$ cat config.mk
export PLATFORM = sky130hd
export DESIGN_NAME = ram_bist
export DESIGN_NICKNAME = d
export VERILOG_FILES = /design/src/rtl/ram_bist.sv
export SDC_FILE = /design/constraint.sdc
export NUM_CORES = 1
export LEC_CHECK = 0
export BUFFER_PORTS_ARGS = -buffer_cell sky130_fd_sc_hd__buf_2
export CAP_MARGIN = 20
export CORE_UTILIZATION = 45
export DETAILED_ROUTE_END_ITERATION = 12
export GPL_ROUTABILITY_DRIVEN = 0
export PLACE_DENSITY_LB_ADDON = 0.05
export SYNTH_ARGS = -nofsm -noshare
export SYNTH_HDL_FRONTEND = slang
export SYNTH_SLANG_ARGS = --single-unit
$ cat constraint.sdc
create_clock -name clk -period 2.5 [get_ports clk]
set_input_delay 0.25 -clock clk [delete_from_list [all_inputs] [get_ports clk]]
set_output_delay 0.25 -clock clk [all_outputs]
set_load 0.01 [all_outputs]
$ cat src/rtl/ram_bist.sv
// March-style RAM self test: write/read a pattern, then write/read its inverse.
// Read data is compared one cycle after each read request against an
// expected value held in a single pipeline stage.
//
// state | meaning
// IDLE  | waiting for start, results held
// WR0   | write E0(a) = PATTERN ^ a to every address
// RD0   | read back every address, then one drain cycle
// WR1   | write E1(a) = ~E0(a) to every address
// RD1   | read back every address, then one drain cycle
// FIN   | one-cycle done pulse, pass valid
module ram_bist #(
  parameter int ADDR_W = 4,
  parameter int DATA_W = 8,
  parameter logic [DATA_W-1:0] PATTERN = 8'hA5
) (
  input  logic              clk,
  input  logic              rst,
  input  logic              start,
  output logic              ram_we,
  output logic              ram_re,
  output logic [ADDR_W-1:0] ram_addr,
  output logic [DATA_W-1:0] ram_din,
  input  logic [DATA_W-1:0] ram_dout,
  output logic              busy,
  output logic              done,
  output logic              pass,
  output logic [7:0]        err_count,
  output logic [ADDR_W-1:0] fail_addr,
  output logic [DATA_W-1:0] fail_data
);

  typedef enum logic [2:0] {IDLE, WR0, RD0, WR1, RD1, FIN} state_t;

  localparam logic [ADDR_W:0] LAST = (ADDR_W+1)'(2**ADDR_W - 1);

  state_t            state, state_nxt;
  logic [ADDR_W:0]   cnt;        // extra MSB marks the read drain cycle
  logic              last_wr;
  logic              drain;
  logic              inv_phase;
  logic [DATA_W-1:0] exp_cur;
  logic [DATA_W-1:0] exp_q;
  logic [ADDR_W-1:0] addr_q;
  logic              rd_vld;
  logic              mismatch;
  logic [7:0]        err_nxt;

  function automatic logic [DATA_W-1:0] e0(input logic [ADDR_W-1:0] a);
    return PATTERN ^ DATA_W'(a);
  endfunction

  assign last_wr   = (cnt == LAST);
  assign drain     = cnt[ADDR_W];
  assign inv_phase = (state == WR1) || (state == RD1);
  assign exp_cur   = inv_phase ? ~e0(cnt[ADDR_W-1:0]) : e0(cnt[ADDR_W-1:0]);
  assign mismatch  = rd_vld && (ram_dout != exp_q);
  assign err_nxt   = (mismatch && err_count != 8'hFF) ? err_count + 8'd1 : err_count;

  // state register
  always_ff @(posedge clk) begin
    if (rst) state <= IDLE;
    else     state <= state_nxt;
  end

  // next-state and RAM strobes
  always_comb begin
    state_nxt = state;
    ram_we    = 1'b0;
    ram_re    = 1'b0;
    ram_addr  = '0;
    ram_din   = '0;
    busy      = 1'b0;
    done      = 1'b0;
    case (state)
      IDLE: if (start) state_nxt = WR0;
      WR0, WR1: begin
        busy     = 1'b1;
        ram_we   = 1'b1;
        ram_addr = cnt[ADDR_W-1:0];
        ram_din  = exp_cur;
        if (last_wr) state_nxt = (state == WR0) ? RD0 : RD1;
      end
      RD0, RD1: begin
        busy = 1'b1;
        if (!drain) begin
          ram_re   = 1'b1;
          ram_addr = cnt[ADDR_W-1:0];
        end else begin
          state_nxt = (state == RD0) ? WR1 : FIN;
        end
      end
      FIN: begin
        done      = 1'b1;
        state_nxt = IDLE;
      end
      default: state_nxt = IDLE;
    endcase
  end

  // address counter, compare pipeline and result registers
  always_ff @(posedge clk) begin
    if (rst) begin
      cnt       <= '0;
      rd_vld    <= 1'b0;
      exp_q     <= '0;
      addr_q    <= '0;
      err_count <= '0;
      fail_addr <= '0;
      fail_data <= '0;
      pass      <= 1'b0;
    end else begin
      rd_vld <= ram_re;
      exp_q  <= exp_cur;
      addr_q <= cnt[ADDR_W-1:0];
      case (state)
        WR0, WR1: cnt <= last_wr ? '0 : cnt + 1'b1;
        RD0, RD1: cnt <= drain ? '0 : cnt + 1'b1;
        default:  cnt <= '0;
      endcase
      if (state == IDLE && start) begin
        err_count <= '0;
        fail_addr <= '0;
        fail_data <= '0;
        pass      <= 1'b0;
      end else begin
        if (mismatch) begin
          err_count <= err_nxt;
          if (err_count == 8'd0) begin
            fail_addr <= addr_q;
            fail_data <= ram_dout;
          end
        end
        // the drain-cycle compare is folded in through err_nxt
        if (state == RD1 && drain) pass <= (err_nxt == 8'd0);
      end
    end
  end

endmodule

# Word level (Yosys, flattened, before mapping)
# Cells that the tools add are included.
dict set report totals {
  reg_bits 42
  word_cells 57
}
dict set report op_classes {
  n_bitwise 2
  n_mux 19
  eq_ne 11
  n_reduce_logical 14
  add_sub_neg 2
}
# cell n
set ops {}
lappend ops {{$mux W8} 3}
lappend ops {{$logic_not A8 Y1} 2}
lappend ops {{$mux W3} 5}
lappend ops {{$mux W5} 2}
lappend ops {{$pmux W5 S2} 1}
lappend ops {{$pmux W3 S3} 1}
lappend ops {{$add A8 B1 Y8 const B} 1}
lappend ops {{$ne A8 B8 Y1} 1}
lappend ops {{$ne A8 B8 Y1 const B} 1}
lappend ops {{$not A8 Y8} 1}
lappend ops {{$pmux W4 S2} 1}
lappend ops {{$eq A3 B2 Y1 const B} 2}
lappend ops {{$eq A3 B3 Y1 const B} 2}
lappend ops {{$ne A2 B2 Y1 const B} 3}
lappend ops {{$reduce_or A2 Y1} 3}
lappend ops {{$add A5 B1 Y5 const B} 1}
lappend ops {{$eq A5 B4 Y1 const B} 1}
lappend ops {{$mux W1} 5}
lappend ops {{$logic_and A1 B1 Y1} 4}
lappend ops {{$mux W4} 1}
lappend ops {{$not A2 Y4} 1}
lappend ops {{$reduce_or A4 Y1} 1}
lappend ops {{$eq A3 B1 Y1 const B} 1}
lappend ops {{$logic_not A3 Y1} 1}
lappend ops {{other kinds (3)} 3}

# Logic depth before layout (Yosys ltp)
# Gate-level depths: netlist (run 1).
dict set report depth {
  ltp_word 5
  mapped_depth 8
  ltp_nobuf 7
}

# Worst setup path before layout (run 1)
# OpenSTA, ideal clock, no wires.
dict set report synth_path {
  kind {flip-flop to flip-flop}
  startpoint {reg err_count[0]}
  endpoint {reg pass}
  setup_slack_ns 0.708
  arrival_time_ns 1.705
  setup_ns 0.087
  path_stages_with_launch 7
  path_cell_list {dfxtp_1 -> ha_1 -> nand4_1 -> o21ai_2 -> nor2_1 -> a211o_1 -> o31ai_1}
}
dict set report synth_between {
  elab_chain_len 4
  word_cells_on_any_way 5
}
# item line_no
set synth_lines {}
lappend synth_lines {{from (decl)} 28} ;# output logic [7:0] err_count,
lappend synth_lines {{from (signal assigned)} 128} ;# err_count <= err_nxt;
lappend synth_lines {{parallel branches: the longest is 2 deep, another holds $add A8 B1 Y8} --}
lappend synth_lines {{$mux W8 *} 58} ;# assign err_nxt = (mismatch && err_count != 8'hFF) ? err_count + 8'd1 : err_count;
lappend synth_lines {{$logic_not A8 Y1 *} 135} ;# if (state == RD1 && drain) pass <= (err_nxt == 8'd0);
lappend synth_lines {{to (signal assigned)} 135}
lappend synth_lines {{to (decl)} 27} ;# output logic pass,
# Every way passes the cells marked *.
# A chain may end at the register's enable or synchronous reset.

# Worst setup path in the final report (run 1)
dict set report layout_path {
  startpoint {reg state[2]}
  endpoint {out ram_din[1]}
}
dict set report layout_between {
  elab_chain_len 4
  word_cells_on_any_way 7
}
# item line_no
set layout_lines {}
lappend layout_lines {{from (decl)} 37} ;# state_t state, state_nxt;
lappend layout_lines {{from (signal assigned)} 63} ;# else state <= state_nxt;
lappend layout_lines {{$eq A3 B2 Y1 or $eq A3 B3 Y1 (tied branches)} {55, 75}}
lappend layout_lines {{$logic_or A1 B1 Y1} 55} ;# assign inv_phase = (state == WR1) || (state == RD1);
lappend layout_lines {{$mux W8} 56} ;# assign exp_cur = inv_phase ? ~e0(cnt[ADDR_W-1:0]) : e0(cnt[ADDR_W-1:0]);
lappend layout_lines {{$mux W8 *} 75} ;# case (state)
lappend layout_lines {{to (decl)} 23} ;# output logic [DATA_W-1:0] ram_din,
# Mark *: on every way between the ends. The rest lies on a longest branch, timed or not.

==> results of run 1 <==
[metal layers]
layer / global-route usage / share of wire
met1: 0.249 / 0.52
met2: 0.269 / 0.41
met3: 0.0531 / 0.060
met4: 0.0638 / 0.0090
met5: 0 / 0
[cell families (layout without fill, tap and decap cells)]
logic type	count (synthesis)	after routing	synth area share
XOR/XNOR	22	22	0.102
multiplexers	16	16	0.0850
AND/OR/NAND/NOR	96	96	0.252
buffers and inverters	18	62	0.0458
adder cells (fa/ha/maj)	3	3	0.0199
flip-flops	40	40	0.425
AO/OA/AOI/OAI	16	16	0.0691
[synthesized netlist by cell type (2+ instances only)]
library cell | n | share of area
mux2i_1 | 16 | 0.085
inv_1 | 7 | 0.014
xnor2_1 | 15 | 0.070
a31oi_1 | 2 | 0.0066
nor2b_1 | 10 | 0.033
or3_1 | 2 | 0.0066
dfxtp_1 | 40 | 0.43
clkbuf_1 | 4 | 0.0080
buf_4 | 4 | 0.016
a22oi_1 | 2 | 0.0080
nor4_1 | 2 | 0.0066
nor3b_1 | 2 | 0.0080
nand2_1 | 8 | 0.016
nand4_1 | 3 | 0.010
xor2_1 | 7 | 0.033
ha_1 | 3 | 0.020
nand2b_1 | 2 | 0.0066
nor3_1 | 8 | 0.021
and2_1 | 2 | 0.0066
nand3_1 | 6 | 0.016
buf_2 | 3 | 0.0080
o21ai_0 | 2 | 0.0053
nor2_1 | 44 | 0.088
[flip-flops by register name (all words and copies together), names as in the netlist]
register   flops
rd_vld         1
fail_data      8
exp_q          6
state          3
addr_q         4
err_count      8
pass           1
fail_addr      4
cnt            5
[cell type report]
cell class	count	area, sq um
fillers	392	1790
multi-input cells	153	996
flip-flops and latches	40	802
repair buffers	48	243
clock buffers	5	68.8
well taps	50	62.6
inverters	7	26.3
clock inverters	2	12.5
[through the flow]
step                      instance area, sq um  setup slack (ns)  instances   util  hold slack, ns
after floorplan                           1880             0.708        211      -           0.397
after global placement                    2130             0.483        298  0.532           0.444
after detailed placement                  2130             0.450        298  0.532           0.463
after CTS                                 2210             0.115        305  0.552           0.225
after global routing                      2210            0.0300        305  0.553           0.244
final                                     2210             0.245        305  0.553           0.227
[worst paths after layout]
path / end / slack [ns] / depth (start not counted) / startpoint
hold reg to reg: fail_addr[2]$_SDFFE_PP0P_ / 0.47 / 2 / addr_q[2]$_SDFF_PP0_
setup / recovery: ram_din[1] / 0.24 / 8 / state[2]$_SDFFE_PP0P_
hold / removal: fail_data[3]$_SDFFE_PP0P_ / 0.23 / 3 / ram_dout[3]
setup reg to reg: pass$_SDFFE_PP0P_ / 0.54 / 6 / err_count[0]$_SDFFE_PP0P_
[tightest hold or removal path, cell delays in order]
cell and delay (ns):
buf_2 0.10, mux2i_1 0.06, nor2_1 0.07
[where the power goes]
| group | internal (mW) | total, mW | leakage (nW) | switching, mW |
|---|---|---|---|---|
| registers | 0.643 | 0.650 | 0.324 | 0.00654 |
| logic | 0.0287 | 0.0737 | 0.575 | 0.0450 |
| clock network | 0.189 | 0.406 | 0.0400 | 0.217 |
| total | 0.861 | 1.13 | 0.940 | 0.269 |
==> impl_metrics.tcl, run 1 <==
set metrics [dict create \
    clkSlewWorstSetupHoldPaths_ns 0.08 \
    status "complete, no violations" \
    antenna_cells 0 \
    route.detailed.drc 0 \
    first_iter_violations 105 \
    final_cell_mix "buf_2, nor2_1, dfxtp_1" \
    synthFlopType "dfxtp_1" \
    clkSinkCount 40 \
    ys_ff_latch 40 \
    die_x_um 66.7 \
    synth_nets 225 \
    cp_max_fo 7 \
    root_buffer "clkbuf_8" \
    syn_avg_cell_area_sq_um 8.92 \
    grt_pass1_vias 1340 \
    p_leak_nw 0.940 \
    ctsHoldBuffers 0 \
    slew_headroom 0.687 \
    min_period_ns 2.26 \
    cp-end-kind "output port" \
    cpMostUsedCell "inv_1" \
    worst_hold_path_type "primary input to register" \
    clk_path_buf_depth 2 \
    synth-edff-count 0 \
    slowest_stage "dfxtp_2" \
    async_flop_share 0 \
    core-area_sq_um 4000 \
    cts_tree "done" \
    die_h_um 66.7 \
    nets 269 \
    overflow 0 \
    max_freq_ghz 0.443 \
    crit_family "simple AND/OR/NAND/NOR gates" \
    rows 23 \
    cp.arrival_ns 2.01 \
    synth_cells 211 \
    area_growth_pct 17.4 \
    clk_latency_ns 0.29 \
    irDropWorstVdd_uv 261 \
    dp_hpwl_um 2730 \
    grt_pass1_wl_um 6110 \
    final_layout_size_suffix_gt1_frac 0.255 \
    drtPass1Iterations 4 \
    yosysWarnings 0 \
    drtAntennaViolNets 0 \
    syn_area_sq_um 1880 \
    worstPathRequired_ns 2.25 \
    worstMarginPinSlew_ns 0.470 \
    place.port_buffers 47 \
    finalCritPeriodShare 0.902 \
    power_mw 1.13 \
    ys_seq_area_frac 0.425 \
    ys_types 40 \
    ctsHtreeMaxLevel 2 \
    cp_num_buf_inv 3 \
    finalSetupTns_ns 0 \
    drt_wl_total_um 3760 \
    ctsResizeCount 0 \
    finalClockSkew_ns 0.00573 \
    power_per_cell_area_nw_per_um2 511 \
    cp_cell_sequence "inv_1, nand2_1, inv_1, and2_1, a21oi_4, xor2_1, nor2_1, buf_2" \
    ios 48 \
    finalHoldViolCount 0 \
    maxSlewViolCount 0 \
    start_util 0.471 \
    dieArea_sq_um 4450 \
    cts_made_buffers 5 \
    antenna_found_initial 0 \
    start_kind "register" \
    via_count 1504 \
    path_class "register to output port" \
    slowest_delay_ns 0.42 \
    final_common_cell "buf_2" \
    post_cts_buffers 0 \
    viasPerCell 4.93 \
    setup_violations 0 \
    grt_max_degree 22 \
    wl_per_cell_um 12.3 \
    grt_usage 0.182 \
    maxCapViolations 0 \
    grt_setup_unrepaired "false" \
]
No activity file was read; power rests on OpenSTA's default activity.
==> run 2, diff against run 1 <==
--- a/config.mk
+++ b/config.mk
@@ -5,10 +5,10 @@
 export SDC_FILE = /design/constraint.sdc
 export NUM_CORES = 1
 export LEC_CHECK = 0
-export BUFFER_PORTS_ARGS = -buffer_cell sky130_fd_sc_hd__buf_2
-export CAP_MARGIN = 20
+export CORE_ASPECT_RATIO = 1.75
 export CORE_UTILIZATION = 45
 export DETAILED_ROUTE_END_ITERATION = 12
+export DONT_BUFFER_PORTS = 1
 export GPL_ROUTABILITY_DRIVEN = 0
 export PLACE_DENSITY_LB_ADDON = 0.05
 export SYNTH_ARGS = -nofsm -noshare
==> impl_metrics.tcl, run 2 (synthesis results as in run 1) <==
set metrics [dict create \
    clkSlewWorstSetupHoldPaths_ns 0.08 \
    slew_headroom 0.703 \
    ctsHoldBuffers 0 \
    p_sw_frac 0.232 \
    worstPathRequired_ns 2.25 \
    setup_violations 0 \
    drtAntennaViolNets 0 \
    final_layout_size_suffix_gt1_frac 0.0909 \
    grt_max_degree 22 \
    final_cell_mix "nor2_1, dfxtp_1, mux2i_1" \
    dp_hpwl_um 2810 \
    grt_usage 0.183 \
    p_leak_nw 0.703 \
    clk_latency_ns 0.29 \
    nFillCells 399 \
    pwr-share-seq 0.587 \
    drt_wl_total_um 3760 \
    drtPass1Iterations 4 \
    cp-end-kind "output port" \
    max_freq_ghz 0.429 \
    ios 48 \
    status "complete, no violations" \
    cts_made_buffers 5 \
    p_sw_mw 0.257 \
    viasPerCell 5.31 \
    finalClockSkew_ns 0.00508 \
    finalSetupTns_ns 0 \
    cp_max_fo 7 \
    path_class "register to output port" \
    maxCapViolations 0 \
    p_int_mw 0.850 \
    nets 223 \
    finalCritPeriodShare 0.932 \
    rows 30 \
    cp.arrival_ns 2.08 \
    irDropWorstVdd_uv 425 \
    core-area_sq_um 3940 \
    clock_power_share 0.367 \
    antenna_found_initial 0 \
    antenna_cells 0 \
    clkSinkCount 40 \
    grt_pass1_vias 1324 \
    fin_util 0.503 \
    place.port_buffers 0 \
    ctsHtreeMaxLevel 2 \
    start_util 0.478 \
    min_period_ns 2.33 \
    preCtsSetupSlack_ns 0.328 \
    grt_pass1_wl_um 6070 \
    power_frac_comb 0.045 \
    wl_per_cell_um 14.6 \
    route.detailed.drc 0 \
    worstMarginPinSlew_ns 0.446 \
    start_kind "register" \
    root_buffer "clkbuf_8" \
    overflow 0 \
    layout_setup_ws_ns 0.170 \
    power_per_cell_area_nw_per_um2 559 \
    grt_setup_unrepaired "false" \
    top_regs "err_count: 8 flops, fail_data: 8 flops, exp_q: 6 flops" \
    worst_hold_path_type "primary input to register" \
    holdWs_ns 0.0208 \
    die_x_um 50.9 \
    finalHoldViolCount 0 \
    final_common_cell "nor2_1" \
    die_h_um 87.6 \
    area_growth_pct 5.18 \
    clk_path_buf_depth 2 \
    cts_tree "done" \
    via_count 1365 \
    dieArea_sq_um 4460 \
    first_iter_violations 19 \
    maxSlewViolCount 0 \
]
-- run 2: cell types whose count changed in the layout (fill, tap and decap cells not counted) --
| cell | previous run | this run |
|---|---|---|
| buf_2 | 47 | 0 |
| buf_4 | 1 | 2 |
-- run 2: what timing repair did --
action | in CTS | in global routing
endpoints found under the setup margin | 1 | 1
pin swaps | 0 | 0
setup buffers | 0 | 1
resized for setup | 1 | 0
-- run 2: cell type report --
type                    instances  area, sq um  area share
multi-input cells             153          996       0.503
flip-flops and latches         40          802       0.405
clock buffers                   5         68.8      0.0347
well taps                      48         60.1      0.0303
inverters                       7         26.3      0.0133
repair buffers                  2         15.0     0.00758
clock inverters                 2         12.5     0.00632
-- run 2: critical path, cell delays in order (launching register included) --
cell     delay (ns)
dfxtp_2        0.42
inv_1          0.11
nand2_1        0.19
inv_1          0.15
and2_1         0.30
a21oi_4        0.26
xor2_1         0.24
nor2_1         0.11
-- run 2: path summary, 6_finish.rpt --
check                                                from                        end  slack (ns)  depth (start not counted)
worst min register to register       addr_q[3]$_SDFF_PP0_  fail_addr[3]$_SDFFE_PP0P_        0.47                          2
worst min-delay path                                  rst       addr_q[2]$_SDFF_PP0_        0.02                          1
worst max register to register  err_count[0]$_SDFFE_PP0P_          pass$_SDFFE_PP0P_        0.42                          6
worst max-delay path                state[2]$_SDFFE_PP0P_                 ram_din[3]        0.17                          7
-- run 2: power groups by stage --
stage | Clock [mW] | Combinational (mW) | Sequential, mW
2_1_floorplan | 0 | 0.0491 | 0.663
3_3_place_gp | 0 | 0.0504 | 0.664
3_5_place_dp | 0 | 0.0511 | 0.665
4_1_cts | 0.420 | 0.0511 | 0.650
5_1_grt | 0.446 | 0.0562 | 0.651
6_report | 0.406 | 0.0501 | 0.650
-- run 2: through the flow --
stage	total power, mW	std cells	cell area [sq um]
2_1_floorplan	0.712	211	1880
3_3_place_gp	0.715	249	1890
3_5_place_dp	0.716	249	1890
4_1_cts	1.12	256	1970
5_1_grt	1.15	257	1980
6_report	1.11	257	1980
-- run 2: metal layers --
layer	wire (um)	vias to the layer above	track usage
li1	-	693	-
met2	1960	47	0.327
met5	0	-	0
met3	230	6	0.0573
met4	78	0	0.0909
met1	1490	619	0.187
==> run 3, diff against run 2 <==
--- a/config.mk
+++ b/config.mk
@@ -10,6 +10,7 @@
 export DETAILED_ROUTE_END_ITERATION = 12
 export DONT_BUFFER_PORTS = 1
 export GPL_ROUTABILITY_DRIVEN = 0
+export MAX_ROUTING_LAYER = met4
 export PLACE_DENSITY_LB_ADDON = 0.05
 export SYNTH_ARGS = -nofsm -noshare
 export SYNTH_HDL_FRONTEND = slang
==> impl_metrics.tcl, run 3 (synthesis results as in run 1) <==
set metrics [dict create \
    route.detailed.drc 0 \
    finalSetupTns_ns 0 \
    clk_path_buf_depth 2 \
    worstPathRequired_ns 2.25 \
    area_growth_pct 5.18 \
    cp_num_buf_inv 2 \
    worst_hold_path_type "primary input to register" \
    overflow 0 \
    cp.arrival_ns 2.08 \
    die_x_um 50.9 \
    root_buffer "clkbuf_8" \
    max_freq_ghz 0.429 \
    min_period_ns 2.33 \
    grt_max_degree 22 \
    grt_pass1_vias 1324 \
    drt_wl_total_um 3750 \
    rows 30 \
    first_iter_violations 19 \
    die_h_um 87.6 \
    final_common_cell "nor2_1" \
    cp_cell_sequence "inv_1, nand2_1, inv_1, and2_1, a21oi_4, xor2_1, nor2_1" \
    status "complete, no violations" \
    viasPerCell 5.32 \
    grt_pass1_wl_um 6060 \
    irDropWorstVdd_uv 425 \
    nets 223 \
    worstMarginPinSlew_ns 0.444 \
    ctsHoldBuffers 0 \
    maxSlewViolCount 0 \
    finalHoldViolCount 0 \
    finalClockSkew_ns 0.00509 \
    place.port_buffers 0 \
    final_layout_size_suffix_gt1_frac 0.0909 \
    cp_max_fo 7 \
    antenna_cells 0 \
    via_count 1366 \
    topRoutingLayerUsed "met4" \
    top_regs "err_count: 8 flops, fail_data: 8 flops, exp_q: 6 flops" \
    setup_violations 0 \
    start_kind "register" \
    layout_setup_ws_ns 0.167 \
    cts_made_buffers 5 \
    clkSinkCount 40 \
    final_cell_mix "nor2_1, dfxtp_1, mux2i_1" \
    m1WireLength_um 1510 \
    preCtsSetupSlack_ns 0.328 \
    fin_util 0.503 \
    drtAntennaViolNets 0 \
    power_mw 1.11 \
    clkSlewWorstSetupHoldPaths_ns 0.08 \
    grt_usage 0.188 \
    finalCritPeriodShare 0.933 \
    power_per_cell_area_nw_per_um2 559 \
    slew_headroom 0.704 \
    p_leak_nw 0.703 \
    wl_met2_um 1960 \
    dp_hpwl_um 2810 \
    cp-end-kind "output port" \
    crit_family "simple AND/OR/NAND/NOR gates" \
    holdWs_ns 0.0208 \
    slowest_delay_ns 0.42 \
    wl_per_cell_um 14.6 \
    cts_tree "done" \
    slowest_stage "dfxtp_2" \
    grt_setup_unrepaired "false" \
    drtPass1Iterations 4 \
    start_util 0.478 \
    clk_latency_ns 0.29 \
    maxCapViolations 0 \
    dieArea_sq_um 4460 \
    ctsHtreeMaxLevel 2 \
    cpMostUsedCell "inv_1" \
    core-area_sq_um 3940 \
    antenna_found_initial 0 \
    ios 48 \
    path_class "register to output port" \
    dr_wl_met3_um 203 \
]
## run 3: cell counts in the layout (fill, tap and decap cells not counted)
Identical to the previous run, type by type.
## run 3: final cells by class
type                            instances  area [sq um]
Timing Repair Buffer                    2          15.0
Inverter                                7          26.3
Fill cell                             399          1960
Tap cell                               48          60.1
Multi-Input combinational cell        153           996
Clock inverter                          2          12.5
Sequential cell                        40           802
Clock buffer                            5          68.8
## run 3: stage by stage
| step | cell area, sq um | instances |
|---|---|---|
| after floorplan | 1880 | 211 |
| after global placement | 1890 | 249 |
| after detailed placement | 1890 | 249 |
| after CTS | 1970 | 256 |
| after global routing | 1980 | 257 |
| final | 1980 | 257 |
## run 3: worst paths after layout
path | from | endpoint | slack (ns) | depth (start not counted)
hold reg to reg | addr_q[3]$_SDFF_PP0_ | fail_addr[3]$_SDFFE_PP0P_ | 0.47 | 2
setup reg to reg | err_count[0]$_SDFFE_PP0P_ | pass$_SDFFE_PP0P_ | 0.42 | 6
hold / removal | rst | addr_q[2]$_SDFF_PP0_ | 0.02 | 1
setup / recovery | state[2]$_SDFFE_PP0P_ | ram_din[3] | 0.17 | 7
## run 3: per-layer routing
layer | vias up | track usage
met3 | 6 | 0.0538
met1 | 622 | 0.189
met4 | 0 | 0.0909
met5 | - | -
li1 | 693 | -
met2 | 45 | 0.327
## run 3: where the power goes
part | internal (mW) | total [mW] | switching [mW] | leakage [nW]
sequential | 0.643 | 0.650 | 0.00661 | 0.324
combinational | 0.0176 | 0.0501 | 0.0325 | 0.338
clock | 0.189 | 0.406 | 0.218 | 0.0400
## run 3: timing repair
item / CTS / global route
cloned: 0 / 0
setup endpoints to repair: 1 / 1
resized for setup: 1 / 0
buffers inserted: 0 / 1
